**config.mk**
```make
export PLATFORM = sky130hd
export DESIGN_NAME = bcd2bin_seq
export DESIGN_NICKNAME = d
export VERILOG_FILES = /design/src/rtl/bcd2bin_seq_pkg.sv /design/src/rtl/bcd2bin_seq_bcd_digit_adjust.sv /design/src/rtl/bcd2bin_seq.sv
export SDC_FILE = /design/constraint.sdc
export NUM_CORES = 1
export LEC_CHECK = 0
export ABC_AREA = 1
export CAP_MARGIN = 40
export CORE_MARGIN = 2
export CORE_UTILIZATION = 30
export DETAILED_ROUTE_END_ITERATION = 12
export GPL_ROUTABILITY_DRIVEN = 0
export SYNTH_ARGS = -nofsm -noshare
export SYNTH_HDL_FRONTEND = slang
export SYNTH_SLANG_ARGS = --single-unit
```
**constraint.sdc**
```tcl
create_clock -name Clock -period 3.59 [get_ports Clock]
set_input_delay 0.5385 -clock Clock [delete_from_list [all_inputs] [get_ports Clock]]
set_output_delay 0.5385 -clock Clock [all_outputs]
set_load 0.01 [all_outputs]
```
**src/rtl/bcd2bin_seq_pkg.sv**
```systemverilog
// Shared definitions for the sequential BCD-to-binary converter.
//   state_t : FSM state encoding (S_IDLE, S_SHIFT, S_DONE)
//   clog2   : constant ceil(log2(v)), used for counter width and the
//             result-width legality check
package bcd2bin_seq_pkg;

  typedef enum logic [1:0] {
    S_IDLE  = 2'd0,
    S_SHIFT = 2'd1,
    S_DONE  = 2'd2
  } state_t;

  function automatic int clog2(input int v);
    int r;
    int p;
    r = 0;
    p = 1;
    while (p < v) begin
      p = p * 2;
      r = r + 1;
    end
    return r;
  endfunction

endpackage

```
**src/rtl/bcd2bin_seq_bcd_digit_adjust.sv**
```systemverilog
// Per-digit combinational helper for reverse double-dabble.
//   adj_in  : post-shift BCD digit
//   adj_out : adj_in - 3 when adj_in >= 8, else adj_in (4-bit wrap)
//   chk_in  : raw input digit to validate
//   gt9     : high when chk_in is not a legal BCD digit
module bcd_digit_adjust (
  input  logic [3:0] adj_in,
  output logic [3:0] adj_out,
  input  logic [3:0] chk_in,
  output logic       gt9
);

  assign adj_out = (adj_in >= 4'd8) ? (adj_in - 4'd3) : adj_in;
  assign gt9     = (chk_in > 4'd9);

endmodule

```
**src/rtl/bcd2bin_seq.sv**
```systemverilog
// Sequential BCD-to-binary converter (reverse double-dabble), one
// shift/correct step per clock with a Start/Busy/Done handshake.
//   Clock  : system clock
//   Resetn : synchronous active-low reset
//   Start  : request, sampled only in S_IDLE
//   D      : packed BCD input, D[3:0] least significant digit
//   Q      : registered binary result, held until next completion
//   Busy   : conversion in progress
//   Done   : one-cycle pulse when Q/Err are valid
//   Err    : latest accepted D held a digit > 9
//
// state   | meaning
// S_IDLE  | waiting for Start; D validated and loaded on acceptance
// S_SHIFT | one shift/adjust step per edge, cnt steps remaining
// S_DONE  | Done pulse for one cycle, Start ignored
module bcd2bin_seq
  import bcd2bin_seq_pkg::*;
#(
  parameter int DIGITS = 2,
  parameter int BIN_W  = 7
) (
  input  logic                  Clock,
  input  logic                  Resetn,
  input  logic                  Start,
  input  logic [4*DIGITS-1:0]   D,
  output logic [BIN_W-1:0]      Q,
  output logic                  Busy,
  output logic                  Done,
  output logic                  Err
);

  localparam int BCD_W = 4 * DIGITS;
  localparam int CNT_W = clog2(BIN_W + 1);

  if (BIN_W < clog2(10 ** DIGITS)) begin : g_bad_width
    $error("bcd2bin_seq: BIN_W too small for DIGITS");
  end

  state_t           state;
  logic [BCD_W-1:0] bcd_q;
  logic [BIN_W-1:0] bin_q;
  logic [CNT_W-1:0] cnt;

  logic [BCD_W-1:0] shifted_bcd;
  logic [BCD_W-1:0] adj_bcd;
  logic [BIN_W-1:0] shifted_bin;
  logic [DIGITS-1:0] gt9;

  // Working register {bcd, bin} shifted right by one; bin[0] falls off.
  assign shifted_bcd = {1'b0, bcd_q[BCD_W-1:1]};
  assign shifted_bin = {bcd_q[0], bin_q[BIN_W-1:1]};

  for (genvar i = 0; i < DIGITS; i++) begin : g_digit
    bcd_digit_adjust u_adj (
      .adj_in  (shifted_bcd[4*i +: 4]),
      .adj_out (adj_bcd[4*i +: 4]),
      .chk_in  (D[4*i +: 4]),
      .gt9     (gt9[i])
    );
  end

  always_ff @(posedge Clock) begin
    if (!Resetn) begin
      state <= S_IDLE;
      bcd_q <= '0;
      bin_q <= '0;
      cnt   <= '0;
      Q     <= '0;
      Busy  <= 1'b0;
      Done  <= 1'b0;
      Err   <= 1'b0;
    end else begin
      case (state)
        S_IDLE: begin
          if (Start) begin
            if (|gt9) begin
              // Invalid digit: skip conversion, report in one edge.
              Err   <= 1'b1;
              Q     <= '0;
              Done  <= 1'b1;
              state <= S_DONE;
            end else begin
              bcd_q <= D;
              bin_q <= '0;
              cnt   <= CNT_W'(BIN_W);
              Busy  <= 1'b1;
              Err   <= 1'b0;
              state <= S_SHIFT;
            end
          end
        end
        S_SHIFT: begin
          bcd_q <= adj_bcd;
          bin_q <= shifted_bin;
          cnt   <= cnt - 1'b1;
          if (cnt == CNT_W'(1)) begin
            Q     <= shifted_bin;
            Busy  <= 1'b0;
            Done  <= 1'b1;
            state <= S_DONE;
          end
        end
        S_DONE: begin
          Done  <= 1'b0;
          state <= S_IDLE;
        end
        default: state <= S_IDLE;
      endcase
    end
  end

endmodule

```
# After elaboration in Yosys (flattened, before gate mapping)
# Cells that the tools add are included.
dict set report totals {
  regBits 30
  in_bits 11
  out_inout_bits 10
  word_cells 60
}
dict set report classes {
  add_sub_neg 3
  magnitude_cmp 4
  eq_ne 7
  mux 28
  reduce_logical 10
}
# operator n
set ops {}
lappend ops {{7-bit 2-to-1 mux} 5}
lappend ops {{7-bit one-hot mux with 2 select lines} 2}
lappend ops {{8-bit 2-to-1 mux} 2}
lappend ops {{8-bit one-hot mux with 2 select lines} 1}
lappend ops {{4-bit AND reduction} 3}
lappend ops {{4-bit greater-than comparator, second input constant} 2}
lappend ops {{4-bit 2-to-1 mux} 2}
lappend ops {{2-bit != test, second input constant} 4}
lappend ops {{1-bit 2-to-1 mux} 7}
lappend ops {{2-bit 2-to-1 mux} 3}
lappend ops {{3-bit 2-to-1 mux} 2}
lappend ops {{3-bit one-hot mux with 2 select lines} 1}
lappend ops {{3-bit by 4-bit >= comparator with 1-bit output, second input constant} 1}
lappend ops {{4-bit >= comparator, second input constant} 1}
lappend ops {{2-bit one-hot mux with 2 select lines} 1}
lappend ops {{2-bit AND reduction} 2}
lappend ops {{3-bit by 2-bit subtractor with 4-bit output, second input constant} 1}
lappend ops {{4-bit by 2-bit subtractor with 4-bit output, second input constant} 1}
lappend ops {{3-bit by 1-bit == test with 1-bit output, second input constant} 1}
lappend ops {{1-bit one-hot mux with 3 select lines} 1}
lappend ops {{3-bit AND reduction} 1}
lappend ops {{3-bit nonzero test} 1}
lappend ops {{3-bit by 1-bit subtractor with 3-bit output, second input constant} 1}
lappend ops {{2-bit by 1-bit == test with 1-bit output, second input constant} 1}
lappend ops {{5 further kinds} 5}

# Logic depth before layout (Yosys ltp)
# Gate-level depths: netlist (run 1).
dict set report depth {
  depth_word 5
  depth_mapped 11
  mapped_depth_nobuf 10
}

# By module
# From an unflattened synthesis (run 1), not the netlist that was laid out.
dict set report unflattened {
  cells_unflattened 211
  hier_area_um2 1545.2
}
# mod instances cells_each area_per_inst_um2
set modules_own_cells {}
lappend modules_own_cells {bcd2bin_seq 1 177 1352.5}
lappend modules_own_cells {bcd_digit_adjust 2 17 96.3}

# Worst setup path after synthesis (run 1)
# No wires, ideal clock.
dict set report synth_path {
  path_type {input-to-reg}
  startpoint {input D[2]}
  endpoint {register bcd_q[2]}
  setup_ps 113
  arrival_ps 1347
  required_time_ps 3477
  slack_ps 2131
  stages 7
  path_cell_list {o21ai_0 nand2_1 nand2_2 nand2_4 buf_6 nor2_1 nor2_1}
}
dict set report synth_via {
  elab_chain_cells 4
  elab_cells_between_ends 7
  classes_between {order compare (1); eq/ne (1); mux (3); reduce/logical (2)}
}
# element line_no
set synth_rtl {}
lappend synth_rtl {{start, declared} bcd2bin_seq.sv:25} ;# input logic [4*DIGITS-1:0] D,
lappend synth_rtl {{4-bit greater-than comparator} bcd2bin_seq_bcd_digit_adjust.sv:14} ;# assign gt9 = (chk_in > 4'd9);
lappend synth_rtl {{2-bit OR reduction} bcd2bin_seq.sv:76} ;# if (|gt9) begin
lappend synth_rtl {{2-bit != test (no source line)} n/a}
lappend synth_rtl {{3-bit AND reduction (no source line)} n/a}
lappend synth_rtl {{end signal, assigned} bcd2bin_seq.sv:93} ;# bcd_q <= adj_bcd;
lappend synth_rtl {{end, declared} bcd2bin_seq.sv:40} ;# logic [BCD_W-1:0] bcd_q;
# Parallel ways exist; a longest one is shown, timed or not. The select of a mux whose other input is x is not followed.
# A chain may end at the register's enable or synchronous reset.

==> flow_summary_export.csv, run 1 <==
group,metric,value,unit
detailed_routing,vias,1245,
detailed_routing,drc,0,
detailed_routing,finalWirelength,2926,um
timing,fin_crit_sh,53.17,%
final_layout,num_antenna_cells,0,
logic_synthesis,avgSynthCellArea,7.019,um^2
logic_synthesis,synth.area.mux_share,0,%
pwr,p_sw,0.2303,mW
clock_network,post_cts_buffers,0,
detailed_routing,firstDrtPassIters,4,
timing,maxSlewHeadroom,64.49,%
timing,finalHoldViolCount,0,
hold_path,worstHoldStart,"bin_q[3]$_SDFFE_PN0P_",
floorplanning,initial_core_util,31.59,%
pwr,internal-power,0.5512,mW
final_layout,nFillCells,487,
worst_setup_path,arrival,2.13,ns
status,status,"finished clean",
clock_network,ctsHoldBuffers,0,
timing,worstMarginPinSlew,0.5309,ns
logic_synthesis,yosysUniqueCellTypes,21,
final_layout,utilization,38.49,%
worst_setup_path,cp-startpoint,"Resetn",
final_layout,drive_above_1_share,10.31,%
clock_network,htree_levels,2,
logic_synthesis,synth_nets,215,
global_routing,track_usage,12.40,%
pwr,power_frac_clock,32.2,%
floorplanning,die_h,72.41,um
pwr,ir_drop,0.1734,mV
timing,fin_crit,1.909,ns
clock_network,cts_tree,"built",
timing,setup-tns-final,0,ns
timing,fmax,523.9,MHz
floorplanning,die_w,72.41,um
timing,setup_viol,0,
clock_network,clk_root_buffer_cell,"clkbuf_8",
floorplanning,num_rows,24,
placement,dpl.hpwl,2116,um
timing,rsz0062_at_grt,"no",
detailed_routing,vias_per_cell,4.527,
logic_synthesis,synth_cells,200,
worst_setup_path,critPathLaunchType,"input port",
worst_setup_path,crit_path_end_kind,"flip-flop",
clock_network,cts_sinks,29,
flow_run,drv_cap,0,
floorplanning,die-area,5242,um^2
worst_setup_path,crit_required,3.81,ns
pwr,combPwrFrac,21.1,%
logic_synthesis,synthAdderAreaFrac,3.565,%
pwr,leakage,0.7334,nW
logic_synthesis,syn_area,1404,um^2
logic_synthesis,ys_warn_count,0,
global_routing,gr-total-overflow,0,
global_routing,grt_first_pass_wirelength,5023,um
clock_network,path_clk_slew,0.06,ns
pwr,power_density,456.9,nW/um^2
logic_synthesis,yosysSeqAreaShare,41.35,%
logic_synthesis,ys_ff_latch,29,
pwr,power.total,0.7815,mW
floorplanning,ios,21,
clock_network,clk_latency,0.28,ns
logic_synthesis,synth_top_family_by_area,"simple AND/OR/NAND/NOR gates",
placement,portBuffers,20,
logic_synthesis,synth-simple-area-share,32.71,%
timing,drv_slew,0,
pwr,p_sw_share,29.47,%
detailed_routing,wire_per_inst,10.64,um
clock_network,clockBufferDepth,2,
timing,fin_worst_skew,0.003249,ns
clock_network,numCtsBuffers,5,
worst_setup_path,worstSetupPathType,"in -> reg",
detailed_routing,drt-initial-drc-count,45,
global_routing,antenna_found_initial,0,
floorplanning,core,4444,um^2
worst_setup_path,cp_max_fo,16,
clock_network,cts.repair.resized,0,
global_routing,grt_pass1_vias,1139,
logic_synthesis,synth_compound_area_share,12.75,%
final_layout,num-nets-final,237,
final_layout,syn2layout_area_growth,21.84,%
hold_path,hold_path_class,"reg -> reg",
detailed_routing,drt.antenna.violating_nets,0,
global_routing,grt_start_max_net_pins,18,
pwr,seqPwrFrac,46.7,%
worst_setup_path,r2r_start,"state[0]$_SDFFE_PN0P_",
logic_synthesis,synth-xor-area-share,0,%
==> flip-flops by register name, indices dropped and copies added (netlist names) <==
signal  count
bcd_q       8
Busy        1
state       2
cnt         3
Err         1
bin_q       6
Q           7
Done        1
==> worst max-delay path, cell delays in order <==
cell             delay [ns]
clkdlybuf4s50_1        0.80
inv_1                  0.40
nor2_1                 0.26
nand2_1                0.07
nand2_1                0.05
==> logic make-up (layout without fill, tap and decap cells) <==
| logic type | Yosys count | in the layout |
|---|---|---|
| simple gates | 104 | 104 |
| compound gates | 33 | 33 |
| buf+inv | 30 | 53 |
| flops | 29 | 29 |
| fa+ha+maj | 4 | 4 |
==> per-stage QoR <==
step / area [um^2] / hold WS [ns] / worst slack, ns / cells
finish: 1710 / 0.4627 / 1.681 / 275
global route: 1710 / 0.4804 / 1.471 / 275
CTS: 1710 / 0.4626 / 1.667 / 275
detailed placement: 1628 / 0.4543 / 1.379 / 267
global placement: 1628 / 0.4493 / 1.421 / 267
floorplan: 1404 / 0.4390 / 2.131 / 200
==> synth_stat cells, drive strengths merged <==
master / number / share of area, %
a21oi: 22 / 8.4
buf: 3 / 2.4
clkbuf: 2 / 0.53
dfxtp: 29 / 41
ha: 4 / 3.6
inv: 25 / 6.7
nand2: 63 / 18
nand3: 12 / 4.3
nand3b: 1 / 0.53
nor2: 25 / 8.3
nor3: 2 / 0.71
o21a: 1 / 0.53
o21ai: 10 / 3.8
or2: 1 / 0.45
==> final cells by class <==
cell class                 instances  area, um^2  area share, %
clock buffer                       6       72.57          4.243
clock inverter                     2       10.01         0.5852
inverter                          25       93.84          5.486
multi-input combinational        141       688.2          40.23
sequential                        29       580.6          33.94
tap                               52       65.06          3.804
timing repair buffer              20       200.2          11.70
==> placed cells by master (no fill, tap or decap) <==
cell type / instances
nand2_1: 58
o21a_1: 1
nand2_4: 2
o21ai_1: 1
clkbuf_8: 5
ha_1: 4
inv_1: 21
o21ai_0: 8
dfxtp_1: 29
nand3_1: 12
a21oi_1: 20
o21ai_2: 1
clkinv_2: 2
nor3_1: 2
nand2_2: 3
a21oi_2: 2
clkdlybuf4s50_1: 20
nor2_1: 22
inv_2: 4
nor2_4: 3
or2_2: 1
clkbuf_1: 1
nand3b_1: 1
==> final timing paths <==
kind | end | slack (ns) | cells past startpoint
worst max-delay path | Q[0]$_SDFFE_PN0P_ | 1.68 | 5
worst min-delay path | bin_q[3]$_SDFFE_PN0P_ | 0.46 | 2
worst max register to register | bcd_q[0]$_SDFFE_PN0P_ | 2.13 | 6
worst min register to register | bin_q[3]$_SDFFE_PN0P_ | 0.46 | 2
==> metal layers <==
metal / routed length [um] / track usage [%] / share of wire, % / up-vias
met2: 1228 / 18.25 / 42 / 26
li1: - / - / - / 668
met4: 78 / 6.584 / 2.7 / 0
met3: 152 / 4.306 / 5.2 / 7
met5: 0 / 0 / 0 / -
met1: 1466 / 15.93 / 50 / 544
==> power by group through the flow <==
stage	Sequential [mW]	Clock, mW	Combinational, mW
after floorplan	0.376	0	0.110
after global placement	0.372	0	0.165
after detailed placement	0.372	0	0.166
after CTS	0.365	0.261	0.167
after global routing	0.369	0.279	0.188
final	0.365	0.252	0.165
No activity file was read; power rests on OpenSTA's default activity.
==> inputs of run 2 (changes only) <==
==> constraint.sdc (replaced) <==
create_clock -name Clock -period 1.9 [get_ports Clock]
set_input_delay 0.285 -clock Clock [delete_from_list [all_inputs] [get_ports Clock]]
set_output_delay 0.285 -clock Clock [all_outputs]
set_load 0.01 [all_outputs]
==> run 2 against run 1 <==
Effect of this change: power grew 100%; combinational power increased by 95%; flip-flop and latch count unchanged; largest power group unchanged; clock-buffer cell count is 1 higher; register-to-register slack worse by 1.7 ns; critical endpoint is now bcd_q[6]$_SDFFE_PN0P_; first-iteration DRC count up 47%; utilization up 0.93 points; via count rose by 1.1%; non-clock buffer count up 3.
==> flow_summary_export.csv, run 2 (synthesis results as in run 1) <==
group,metric,value,unit
clock_network,htree_levels,2,
detailed_routing,drt-initial-drc-count,66,
placement,dpl.hpwl,2142,um
detailed_routing,wire_per_inst,11.04,um
placement,dpl_cell_area,1650,um^2
worst_setup_path,crit_slowest_cell,"clkdlybuf4s50_1",
clock_network,post_cts_buffers,0,
flow_run,drv_cap,0,
final_layout,largestRegisters,"bcd_q (8), Q (7), bin_q (6)",
detailed_routing,finalWirelength,3070,um
timing,fin_crit,1.592,ns
hold_path,worstHoldStart,"bin_q[3]$_SDFFE_PN0P_",
worst_setup_path,crit_required,2.05,ns
detailed_routing,vias,1259,
final_layout,nFillCells,473,
worst_setup_path,worstPathCellList,"clkdlybuf4s50_1 > o21ai_0 > nand2_1 > nand2_2 > nand2_4 > nand2_1 > a21oi_2",
timing,worstMarginPinSlew,0.5648,ns
clock_network,clk_latency,0.29,ns
floorplanning,die_w,72.41,um
clock_network,cts.repair.resized,0,
worst_setup_path,r2r_start,"cnt[1]$_SDFFE_PN0P_",
final_layout,num_antenna_cells,0,
pwr,power.total,1.577,mW
worst_setup_path,critPathMaxStageDelay,0.42,ns
floorplanning,die_h,72.41,um
pwr,leakage,0.7572,nW
hold_path,hold_path_class,"reg -> reg",
clock_network,clk_root_buffer_cell,"clkbuf_8",
clock_network,cts_sinks,29,
detailed_routing,vias_per_cell,4.529,
status,status,"finished clean",
detailed_routing,drc,0,
timing,drv_slew,0,
timing,fin_worst_skew,0.006011,ns
final_layout,stdcell_area,1752,um^2
timing,maxSlewHeadroom,62.31,%
floorplanning,ios,21,
clock_network,ctsHoldBuffers,0,
timing,finalHoldViolCount,0,
floorplanning,initial_core_util,31.59,%
clock_network,clockBufferDepth,2,
final_layout,num-nets-final,240,
timing,setup_viol,0,
global_routing,grt_start_max_net_pins,18,
worst_setup_path,crit_path_end_kind,"flip-flop",
timing,fmax,628.2,MHz
detailed_routing,drt.antenna.violating_nets,0,
global_routing,track_usage,13.39,%
timing,rsz0062_at_grt,"no",
worst_setup_path,arrival,1.74,ns
timing,setup-tns-final,0,ns
final_layout,final_common_cell,"nand2_1",
clock_network,numCtsBuffers,5,
global_routing,antenna_found_initial,0,
detailed_routing,firstDrtPassIters,4,
global_routing,grt_first_pass_wirelength,5285,um
pwr,ir_drop,0.3798,mV
floorplanning,num_rows,24,
final_layout,utilization,39.41,%
worst_setup_path,cp-startpoint,"D[2]",
clock_network,cts_tree,"built",
worst_setup_path,critPathLaunchType,"input port",
final_layout,regMostFlops,"bcd_q",
final_layout,layout_common_cells,"58 x nand2_1, 29 x dfxtp_1, 22 x nor2_1",
floorplanning,die-area,5242,um^2
timing,fin_crit_sh,83.79,%
worst_setup_path,worstSetupPathType,"in -> reg",
clock_network,path_clk_slew,0.06,ns
global_routing,grt_pass1_vias,1173,
pwr,power_density,900.1,nW/um^2
floorplanning,core,4444,um^2
global_routing,gr-total-overflow,0,
final_layout,largest_register_ffs,8,
final_layout,syn2layout_area_growth,24.78,%
final_layout,drive_above_1_share,11.95,%
worst_setup_path,cp_max_fo,17,
placement,portBuffers,20,
worst_setup_path,cpMostUsedCell,"nand2_1",
==> run 2: changes by cell type in the layout (fill, tap and decap cells not counted) <==
cell	change
clkinv_2	-1
buf_4	+3
clkbuf_1	-1
clkbuf_8	+2
==> run 2: cell type report <==
class	count	area, um^2	area share (%)
sequential	29	580.6	33.14
clock buffer	7	96.34	5.500
timing repair buffer	23	222.7	12.71
clock inverter	1	5.005	0.2857
tap	52	65.06	3.714
multi-input combinational	141	688.2	39.29
inverter	25	93.84	5.357
==> run 2: stage by stage <==
stage	worst slack, ns	std cells	hold slack [ns]
6_report	0.3080	278	0.4617
3_5_place_dp	-0.002041	270	0.4534
4_1_cts	0.2970	278	0.4623
3_3_place_gp	-0.03068	270	0.4496
5_1_grt	0.1622	278	0.4837
2_1_floorplan	0.6091	200	0.4077
==> run 2: path summary, 6_finish.rpt <==
kind                            to  cells after the start  slack [ns]
min          bin_q[3]$_SDFFE_PN0P_                      2        0.46
max          bcd_q[6]$_SDFFE_PN0P_                      7        0.31
max reg2reg      Q[1]$_SDFFE_PN0P_                      9        0.42
min reg2reg  bin_q[3]$_SDFFE_PN0P_                      2        0.46
==> run 2: per-layer routing <==
layer	routed length (um)	up-vias	share of wire (%)	track usage, %
li1	-	674	-	-
met1	1499	555	49	17.32
met2	1347	23	44	19.67
met3	148	7	4.8	4.722
met4	75	0	2.4	6.790
met5	0	-	0	0
==> run 2: worst max-delay path: cells and delay by family <==
| family | cells | cell delay (ns) |
|---|---|---|
| buffers and inverters | 1 | 0.42 |
| AND/OR/NAND/NOR | 4 | 0.62 |
| AO/OA/AOI/OAI | 2 | 0.42 |
==> run 2: power breakdown <==
group / switching (mW) / total (mW) / internal (mW)
sequential: 0.0352 / 0.692 / 0.656
clock: 0.238 / 0.565 / 0.327
combinational: 0.183 / 0.321 / 0.138
==> inputs of run 3 (changes only) <==
==> constraint.sdc (replaced) <==
create_clock -name Clock -period 1.5 [get_ports Clock]
set_input_delay 0.225 -clock Clock [delete_from_list [all_inputs] [get_ports Clock]]
set_output_delay 0.225 -clock Clock [all_outputs]
set_load 0.01 [all_outputs]
==> run 3 against run 2 <==
Effect of this change: sequential power is 26% higher; flip-flop and latch count stayed put; die area stayed put; critical path depth is 6 lower; via count hardly changed; worst setup slack worse by 0.23 ns; power is 37% higher; critical endpoint is now Q[0].
==> flow_summary_export.csv, run 3 (synthesis results as in run 1) <==
group,metric,value,unit
final_layout,final_common_cell,"nand2_1",
worst_setup_path,critPathMaxStageDelay,0.55,ns
final_layout,layout_common_cells,"58 x nand2_1, 29 x dfxtp_1, 21 x inv_1",
timing,setup_viol,0,
detailed_routing,wire_per_inst,10.66,um
worst_setup_path,crit_buf_inv,1,
global_routing,grt_first_pass_wirelength,5402,um
final_layout,regMostFlops,"bcd_q",
detailed_routing,firstDrtPassIters,4,
pwr,internal-power,1.581,mW
worst_setup_path,ff2ff_path_depth,9,
pwr,p_sw_share,26.81,%
final_layout,largestRegisters,"bcd_q (8), Q (7), bin_q (6)",
timing,setup-tns-final,0,ns
clock_network,clockBufferDepth,2,
worst_setup_path,worstPathCellList,"clkdlybuf4s50_1",
worst_setup_path,cp_top_family,"buffers and inverters",
clock_network,clk_latency,0.28,ns
pwr,ir_drop,0.4166,mV
worst_setup_path,cp_max_fo,2,
worst_setup_path,critPathLaunchType,"flip-flop",
detailed_routing,vias,1258,
worst_setup_path,r2r_start,"cnt[1]$_SDFFE_PN0P_",
floorplanning,die_w,72.41,um
hold_path,hold_path_class,"reg -> reg",
final_layout,num-nets-final,252,
final_layout,syn2layout_area_growth,33.24,%
timing,fmax,703.3,MHz
final_layout,largest_register_ffs,8,
flow_run,drv_cap,0,
final_layout,num_antenna_cells,0,
pwr,power.total,2.160,mW
global_routing,grt_start_max_net_pins,18,
clock_network,cts_sinks,29,
final_layout,stdcell_area,1871,um^2
detailed_routing,drt.antenna.violating_nets,0,
final_layout,instances_no_fill,290,
pwr,p_sw,0.5791,mW
floorplanning,die-area,5242,um^2
floorplanning,num_rows,24,
timing,whs,0.4641,ns
clock_network,numCtsBuffers,5,
timing,fin_worst_skew,0.003110,ns
floorplanning,die_h,72.41,um
floorplanning,ios,21,
pwr,combPwrFrac,21.0,%
floorplanning,initial_core_util,31.59,%
placement,place_inst,282,
worst_setup_path,worstSetupPathType,"reg -> out",
timing,setup_slack,0.07812,ns
final_layout,drive_above_1_share,17.23,%
clock_network,htree_levels,2,
clock_network,clk_root_buffer_cell,"clkbuf_8",
worst_setup_path,ff2ff_setup_slack,0.17,ns
pwr,power_frac_clock,38.6,%
global_routing,gr-total-overflow,0,
pwr,leakage,0.8248,nW
hold_path,worstHoldStart,"bin_q[5]$_SDFFE_PN0P_",
worst_setup_path,crit_slowest_cell,"clkdlybuf4s50_1",
timing,worstMarginPinSlew,0.2927,ns
timing,fin_crit,1.422,ns
timing,fin_crit_sh,94.79,%
timing,drv_slew,0,
pwr,seqPwrFrac,40.4,%
clock_network,cts_tree,"built",
detailed_routing,finalWirelength,3091,um
placement,dp_slack,-0.1707,ns
timing,maxSlewHeadroom,80.28,%
hold_path,hold_end,"bin_q[5]$_SDFFE_PN0P_",
global_routing,track_usage,13.55,%
global_routing,antenna_found_initial,0,
detailed_routing,drc,0,
global_routing,grt_pass1_vias,1230,
floorplanning,core,4444,um^2
worst_setup_path,crit_required,1.27,ns
detailed_routing,drt-initial-drc-count,100,
timing,rsz0062_at_grt,"no",
placement,dpl_cell_area,1740,um^2
detailed_routing,vias_per_cell,4.338,
placement,portBuffers,20,
timing,finalHoldViolCount,0,
hold_path,hold-path-cell-count,2,
worst_setup_path,crit_path_end_kind,"output pin",
status,status,"finished clean",
worst_setup_path,arrival,1.20,ns
clock_network,path_clk_slew,0.06,ns
worst_setup_path,reg2reg_to,"Q[6]$_SDFFE_PN0P_",
pwr,power_density,1155,nW/um^2
placement,dpl.hpwl,2306,um
final_layout,utilization,42.09,%
[run 3: cell types whose count changed in the layout (fill, tap and decap cells not counted), sizes merged]
cell,before,now
buf,3,15
bufinv,0,1
clkinv,1,0
[run 3: timing repair]
| item | in CTS | in global routing |
|---|---|---|
| resized for setup | 1 | 6 |
| setup endpoints to repair | 4 | 7 |
| buffers inserted | 0 | 0 |
| hold buffers | 0 | 0 |
| hold endpoints to repair | 0 | 0 |
[run 3: final cells by class]
type / instances / area, um^2
Timing Repair Buffer: 35 / 312.8
Tap cell: 52 / 65.06
Clock inverter: 1 / 30.03
Sequential cell: 29 / 580.6
Inverter: 25 / 93.84
Multi-Input combinational cell: 141 / 701.9
Clock buffer: 7 / 86.33
Fill cell: 479 / 2574
[run 3: worst max path at each step]
stage / start / endpoint / slack (ns) / depth (start not counted)
finish: Q[0]$_SDFFE_PN0P_ / Q[0] / 0.08 / 1
global route: D[6] / bcd_q[2]$_SDFFE_PN0P_ / 0.004 / 8
CTS: cnt[1]$_SDFFE_PN0P_ / Q[1]$_SDFFE_PN0P_ / 0.06 / 9
detailed placement: D[6] / bcd_q[2]$_SDFFE_PN0P_ / -0.17 / 8
global placement: D[6] / bcd_q[2]$_SDFFE_PN0P_ / -0.13 / 8
floorplan: cnt[1]$_SDFFE_PN0P_ / Q[1]$_SDFFE_PN0P_ / 0.21 / 10
[run 3: power groups by stage]
stage | clock network, mW | registers, mW | logic, mW
floorplan | 0 | 0.899 | 0.262
global placement | 0 | 0.890 | 0.445
detailed placement | 0 | 0.889 | 0.448
CTS | 0.856 | 0.872 | 0.451
global route | 0.892 | 0.881 | 0.516
finish | 0.834 | 0.872 | 0.454
[run 3: routing by layer]
metal | vias to the layer above | share of wire [%] | global-route usage, %
met2 | 21 | 45 | 20.49
li1 | 702 | - | -
met5 | - | 0 | 0
met4 | 0 | 0.39 | 5.556
met3 | 2 | 3.6 | 5.278
met1 | 533 | 51 | 17.29
